**src/rtl/tdc_pkg.sv**
```systemverilog
// Shared types and constants for the TDC hit sequencer.
// States, record layout and drop-counter saturation value.
package tdc_pkg;

  typedef enum logic [2:0] {
    S_IDLE,
    S_ARMED,
    S_WAIT_FALL,
    S_WAIT_LOW,
    S_DEAD
  } state_e;

  localparam int COARSE_W_DEF = 16;
  localparam int FINE_W_DEF   = 6;
  localparam int WIDTH_W_DEF  = 16;
  localparam int TS_W = COARSE_W_DEF + FINE_W_DEF;

  typedef struct packed {
    logic                   ovf;
    logic [TS_W-1:0]        ts;
    logic [WIDTH_W_DEF-1:0] width;
  } tdc_rec_t;

  localparam logic [15:0] DROP_MAX = 16'hFFFF;

endpackage

```
**src/rtl/tdc_coarse_counter.sv**
```systemverilog
// Free-running coarse time counter.
// Wraps at 2^W; synchronous active-high reset.
module tdc_coarse_counter #(
  parameter int W = 16
) (
  input  logic         i_clk,
  input  logic         i_rst,
  output logic [W-1:0] o_count
);

  logic [W-1:0] r_count;

  always_ff @(posedge i_clk) begin
    if (i_rst) r_count <= '0;
    else       r_count <= r_count + 1'b1;
  end

  assign o_count = r_count;

endmodule

```
**src/rtl/tdc_hit_sequencer.sv**
```systemverilog
// TDC channel sequencer: pairs rise/fall edges into records,
// applies dead time and width timeout, counts dropped records.
module tdc_hit_sequencer
  import tdc_pkg::*;
#(
  parameter int COARSE_W    = 16,
  parameter int FINE_W      = 6,
  parameter int WIDTH_W     = 16,
  parameter int MAX_WIDTH   = 1000,
  parameter int DEAD_CYCLES = 4
) (
  input  logic                         iCLK0,
  input  logic                         iRST,
  input  logic                         iEN,
  input  logic                         iRISE,
  input  logic                         iFALL,
  input  logic [FINE_W-1:0]            iFINE,
  output logic                         oVALID,
  input  logic                         iREADY,
  output logic [COARSE_W+FINE_W-1:0]   oTS,
  output logic [WIDTH_W-1:0]           oWIDTH,
  output logic                         oOVF,
  output logic                         oBUSY,
  output logic [15:0]                  oDROP_CNT
);

  localparam int P_TS_W = COARSE_W + FINE_W;
  localparam int CNT_W  = $clog2(MAX_WIDTH + DEAD_CYCLES + 1);

  logic [COARSE_W-1:0] w_coarse;
  logic [P_TS_W-1:0]   w_ts_now;
  logic [P_TS_W-1:0]   w_diff;
  logic                w_rise;
  logic                w_fall;
  logic                w_tmo;
  logic                w_dead_end;

  state_e              r_state;
  state_e              w_state_nx;
  logic [CNT_W-1:0]    r_cnt;
  logic [CNT_W-1:0]    w_cnt_nx;
  logic [P_TS_W-1:0]   r_ts_r;
  logic                w_cap;
  logic                w_rec;
  logic                w_rec_ovf;
  logic [WIDTH_W-1:0]  w_rec_width;

  logic                r_valid;
  logic [P_TS_W-1:0]   r_ts;
  logic [WIDTH_W-1:0]  r_width;
  logic                r_ovf;
  logic                r_busy;
  logic [15:0]         r_drop;

  tdc_coarse_counter #(
    .W (COARSE_W)
  ) u_coarse (
    .i_clk   (iCLK0),
    .i_rst   (iRST),
    .o_count (w_coarse)
  );

  // Coincident rise and fall cancel each other in every state.
  assign w_rise     = iRISE & ~iFALL;
  assign w_fall     = iFALL & ~iRISE;
  assign w_ts_now   = {w_coarse, iFINE};
  assign w_diff     = w_ts_now - r_ts_r;
  assign w_tmo      = (r_cnt == CNT_W'(MAX_WIDTH - 2));
  assign w_dead_end = (r_cnt == CNT_W'(DEAD_CYCLES - 1));

  always_comb begin
    w_state_nx  = r_state;
    w_cnt_nx    = r_cnt + 1'b1;
    w_cap       = 1'b0;
    w_rec       = 1'b0;
    w_rec_ovf   = 1'b0;
    w_rec_width = w_diff[WIDTH_W-1:0];
    unique case (r_state)
      S_IDLE: begin
        if (iEN) w_state_nx = S_ARMED;
      end
      S_ARMED: begin
        if (!iEN) begin
          w_state_nx = S_IDLE;
        end else if (w_rise) begin
          w_state_nx = S_WAIT_FALL;
          w_cnt_nx   = '0;
          w_cap      = 1'b1;
        end
      end
      S_WAIT_FALL: begin
        if (w_fall) begin
          w_state_nx = S_DEAD;
          w_cnt_nx   = '0;
          w_rec      = 1'b1;
        end else if (w_tmo) begin
          w_state_nx  = S_WAIT_LOW;
          w_rec       = 1'b1;
          w_rec_ovf   = 1'b1;
          w_rec_width = '1;
        end
      end
      S_WAIT_LOW: begin
        if (w_fall) begin
          w_state_nx = S_DEAD;
          w_cnt_nx   = '0;
        end
      end
      S_DEAD: begin
        if (w_dead_end) w_state_nx = iEN ? S_ARMED : S_IDLE;
      end
      default: w_state_nx = S_IDLE;
    endcase
  end

  always_ff @(posedge iCLK0) begin
    if (iRST) begin
      r_state <= S_IDLE;
      r_cnt   <= '0;
      r_ts_r  <= '0;
      r_busy  <= 1'b0;
    end else begin
      r_state <= w_state_nx;
      r_cnt   <= w_cnt_nx;
      if (w_cap) r_ts_r <= w_ts_now;
      r_busy  <= (w_state_nx == S_WAIT_FALL) ||
                 (w_state_nx == S_WAIT_LOW) ||
                 (w_state_nx == S_DEAD);
    end
  end

  // Single-entry output register; a blocked record is dropped.
  always_ff @(posedge iCLK0) begin
    if (iRST) begin
      r_valid <= 1'b0;
      r_ts    <= '0;
      r_width <= '0;
      r_ovf   <= 1'b0;
      r_drop  <= '0;
    end else if (w_rec) begin
      if (!r_valid || iREADY) begin
        r_valid <= 1'b1;
        r_ts    <= r_ts_r;
        r_width <= w_rec_width;
        r_ovf   <= w_rec_ovf;
      end else if (r_drop != DROP_MAX) begin
        r_drop  <= r_drop + 16'd1;
      end
    end else if (iREADY) begin
      r_valid <= 1'b0;
    end
  end

  assign oVALID    = r_valid;
  assign oTS       = r_ts;
  assign oWIDTH    = r_width;
  assign oOVF      = r_ovf;
  assign oBUSY     = r_busy;
  assign oDROP_CNT = r_drop;

endmodule

```
**config.mk**
```make
export PLATFORM = sky130hd
export DESIGN_NAME = tdc_hit_sequencer
export DESIGN_NICKNAME = d
export VERILOG_FILES = /design/src/rtl/tdc_pkg.sv /design/src/rtl/tdc_coarse_counter.sv /design/src/rtl/tdc_hit_sequencer.sv
export SDC_FILE = /design/constraint.sdc
export NUM_CORES = 1
export LEC_CHECK = 0
export CORE_MARGIN = 4
export CORE_UTILIZATION = 55
export CTS_BUF_LIST = sky130_fd_sc_hd__clkbuf_2
export DETAILED_ROUTE_END_ITERATION = 10
export PLACE_DENSITY = 0.81
export SYNTH_ARGS = -nofsm -noshare
export SYNTH_HDL_FRONTEND = slang
export SYNTH_SLANG_ARGS = --single-unit
export TNS_END_PERCENT = 50
```
**constraint.sdc**
```tcl
create_clock -name iCLK0 -period 3.2 [get_ports iCLK0]
set_clock_uncertainty 0.15 [all_clocks]
set_input_delay 0.64 -clock iCLK0 [delete_from_list [all_inputs] [get_ports iCLK0]]
set_output_delay 0.64 -clock iCLK0 [all_outputs]
set_load 0.01 [all_outputs]
```
==> results of run 1 <==
layout make-up:
| type | instances | share of cell area, % |
|---|---|---|
| Multi-Input combinational cell | 411 | 44.5 |
| Sequential cell | 108 | 37.0 |
| Timing Repair Buffer | 79 | 13.2 |
| Tap cell | 108 | 2.31 |
| Inverter | 21 | 1.35 |
| Clock inverter | 7 | 0.900 |
| Clock buffer | 9 | 0.771 |
worst reg2reg max path: cells and delay by family (launching register included):
| family | cells | cell delay [ns] |
|---|---|---|
| AO/OA/AOI/OAI | 6 | 1.33 |
| adder cells (fa/ha/maj) | 2 | 0.55 |
| flip-flops | 1 | 0.42 |
| buffers and inverters | 2 | 0.21 |
sequential cells by signal, indices dropped and copies added (netlist names):
name / flops
r_cnt: 10
oDROP_CNT: 16
r_state: 3
oTS: 22
oOVF: 1
oWIDTH: 16
oVALID: 1
r_ts_r: 22
u_coarse.o_count: 16
oBUSY: 1
cells in the mapped netlist (all sizes together), types with 2 or more instances:
library cell    n
a211oi         17
a21o            6
a21oi          41
a31oi           5
and2            2
and3           11
and4            2
buf             8
clkbuf         14
dfxtp         108
ha             19
inv            21
mux2i          24
nand2          56
nand2b          6
nand3          19
nand4          13
nor2           90
nor2b           6
nor3           11
nor3b           3
nor4            3
o21a            2
o21ai           9
o21bai          2
o22ai           2
or2             2
or3             2
xnor2          13
xor2           33
layer usage:
metal	vias up	track usage [%]
met5	-	0
met4	0	7.87
li1	2064	-
met3	14	3.59
met1	1929	27.9
met2	80	35.7
power by group through the flow:
stage / clock network [uW] / logic [uW] / registers (uW)
final: 563 / 186 / 1370
after floorplan: 0 / 137 / 1390
after detailed placement: 0 / 184 / 1400
after global routing: 639 / 206 / 1380
after CTS: 579 / 185 / 1370
after global placement: 0 / 178 / 1400
worst max path at each step:
stage,from,to,slack [ns]
floorplan,iFINE[0],oWIDTH[14]$_SDFFE_PP0P_,0.55
finish,iFINE[0],oWIDTH[14]$_SDFFE_PP0P_,0.34
global route,iFINE[0],oWIDTH[14]$_SDFFE_PP0P_,0.27
detailed placement,iFINE[0],oWIDTH[14]$_SDFFE_PP0P_,-0.20
global placement,iFINE[0],oWIDTH[14]$_SDFFE_PP0P_,-0.02
CTS,iFINE[0],oWIDTH[14]$_SDFFE_PP0P_,0.44
stage by stage:
| step | hold WS (ns) | total power, uW | cell area (um^2) |
|---|---|---|---|
| after floorplan | 0.286 | 1530 | 4950 |
| after global placement | 0.300 | 1570 | 5740 |
| after detailed placement | 0.306 | 1580 | 5740 |
| after CTS | 0.335 | 2140 | 5840 |
| after global routing | 0.359 | 2220 | 5840 |
| final | 0.335 | 2120 | 5840 |
logic make-up (layout without fill, tap and decap cells):
logic type | Yosys count | count (layout) | synth area share, %
adders and majority gates | 20 | 20 | 5.20
muxes | 24 | 24 | 4.85
and+or+nand+nor | 232 | 232 | 22.7
DFF | 108 | 108 | 43.6
AOI/OAI and AO/OA | 89 | 89 | 11.4
xor gates and xnor gates | 46 | 46 | 8.13
buffers and inverters | 43 | 116 | 4.07
==> metrics.csv, run 1 <==
metric,value,unit
Synth cell types,54,
Final Non-Filler Cells,743,
Avg Inst Size Synth,8.82,um^2
Post-Synthesis Cells,562,
"Async S/R FF share, synth",0,%
switching portion of total power,26.9,%
Ys Warns,0,
Worst Setup Start Kind,input port,
area of the multi-input gates,2600,um^2
H-tree depth,3,
TritonCTS clock tree,built,
storage element area,2160,um^2
post-route ant nets,0,
postcts setup bufs,0,
largest net degree at the start of global routing,34,
cts repair resizes,0,
#FFs+latches synth,108,
f_max,350,MHz
switching pwr,570,uW
Clock Latency Late Sink,0.55,ns
Crit Path Category,input port to register,
Row Count,34,
met3 wire length,466,um
Setup WS pre-CTS,-0.198,ns
Synth Flop Type,dfxtp_1,
routed length on met2,5120,um
Worst Hold Endpoint,r_ts_r[20]$_SDFFE_PP0P_,
relative slew slack,56.6,%
full die area,10600,um^2
DP HPWL,7770,um
hold_buf cts,0,
Synth area leader,dfxtp_1,
"setup slack, reg-to-reg",0.54,ns
combinational power share,8.7,%
Post-Syn Nets,594,
"top cells by area, synth","dfxtp_1 (44%), nor2_1 (6.7%), xor2_1 (5.8%), mux2i_1 (4.8%), ha_1 (4.8%)",
hold depth,2,
Metal-1 WL,4790,um
layout cells sized above 1,6.93,%
area growth from synthesis to layout,17.9,%
crit-path max FO,4,
Internal Power,1550,uW
Leakage,0.00211,uW
DR top layer,met4,
Root Buffer,clkbuf_2,
Iteration-0 DRC Markers,157,
worst hold start,r_ts_r[20]$_SDFFE_PP0P_,
Placed Cells,727,
First-pass DRT Iterations,4,
Slew @ Worst Pin,0.649,ns
most frequent cells in the layout,"dfxtp_1 (108), nor2_1 (89), clkdlybuf4s50_1 (67), nand2_1 (56), a21oi_1 (41)",
clk buf depth,2,
"Reg clk slew, reported paths",0.31,ns
Max-Cap Viols,0,
Placeable Area,8760,um^2
fin. max-slew vios,0,
Worst path max stage delay,0.43,ns
unrepaired setup endpoints after global routing,false,
fin util,66.6,%
Syn Std Cell Area,4950,um^2
Worst path depth,12,
first-pass GRT wire length,18300,um
maximum vdd drop,0.286,mV
vias in the first global route,4038,
worst r2r dst,oWIDTH[14]$_SDFFE_PP0P_,
placer congestion estimate,0.892,
Worst Hold Class,register to register,
Worst setup EP type,register,
initial core utilization,56.5,%
Post-Route WL,10500,um
r2r worst-path depth,10,
final setup violation count,0,
"commonest non-fill, non-tap cell in the layout",dfxtp_1,
post-layout min period,2.86,ns
Seq pwr share,64.7,%
DRC,0,
Fill cells,727,
Via-to-Cell Ratio,5.50,
Die Y,103,um
Clk pwr share,26.5,%
antenna violations before repair,0,
share of the synthesized area in the top cell type,43.6,%
die width,103,um
final worst path period share,89.2,%
Final WS setup,0.344,ns
via count,4087,
worst endpoint data arrival time,3.20,ns
number of flops mapped to enable cells by yosys,0,
grt ovf,0,
"Req. time, crit path",3.55,ns
kind of cell adding the most delay to the critical path,compound AO/OA/AOI/OAI gates,
crit path buf inv count,4,
port bufs,68,
final hold viol count,0,
clock tree sinks,108,
power density over cell area,364,nW/um^2
status,"complete, no violations",
CP Cell Sequence,clkdlybuf4s50_1 -> inv_1 -> ha_1 -> inv_1 -> fa_1 -> a211oi_1 -> o21ai_0 -> a31oi_1 -> buf_4 -> o22ai_1 -> o21bai_1 -> a211oi_1,
routed len/inst,14.2,um
Nets,662,
I/O pin count,69,
gr usage total,21.4,%
sequential-to-total area share from yosys stat,43.6,%
slowest cell on the critical path,clkdlybuf4s50_1,
r2r startpoint,r_ts_r[0]$_SDFFE_PP0P_,
Final TNS setup,0,ns
cts bufs inserted,9,
antenna fix cells,0,
Note: power is estimated with default switching activity, not from simulation.
==> inputs of run 2 (changes only) <==
--- a/config.mk
+++ b/config.mk
@@ -10,6 +10,7 @@
 export CTS_BUF_LIST = sky130_fd_sc_hd__clkbuf_2
 export DETAILED_ROUTE_END_ITERATION = 10
 export PLACE_DENSITY = 0.81
+export SLEW_MARGIN = 25
 export SYNTH_ARGS = -nofsm -noshare
 export SYNTH_HDL_FRONTEND = slang
 export SYNTH_SLANG_ARGS = --single-unit
==> results of run 2 <==
Same layout as run 1: the final DEF is identical, and so are final timing and power.
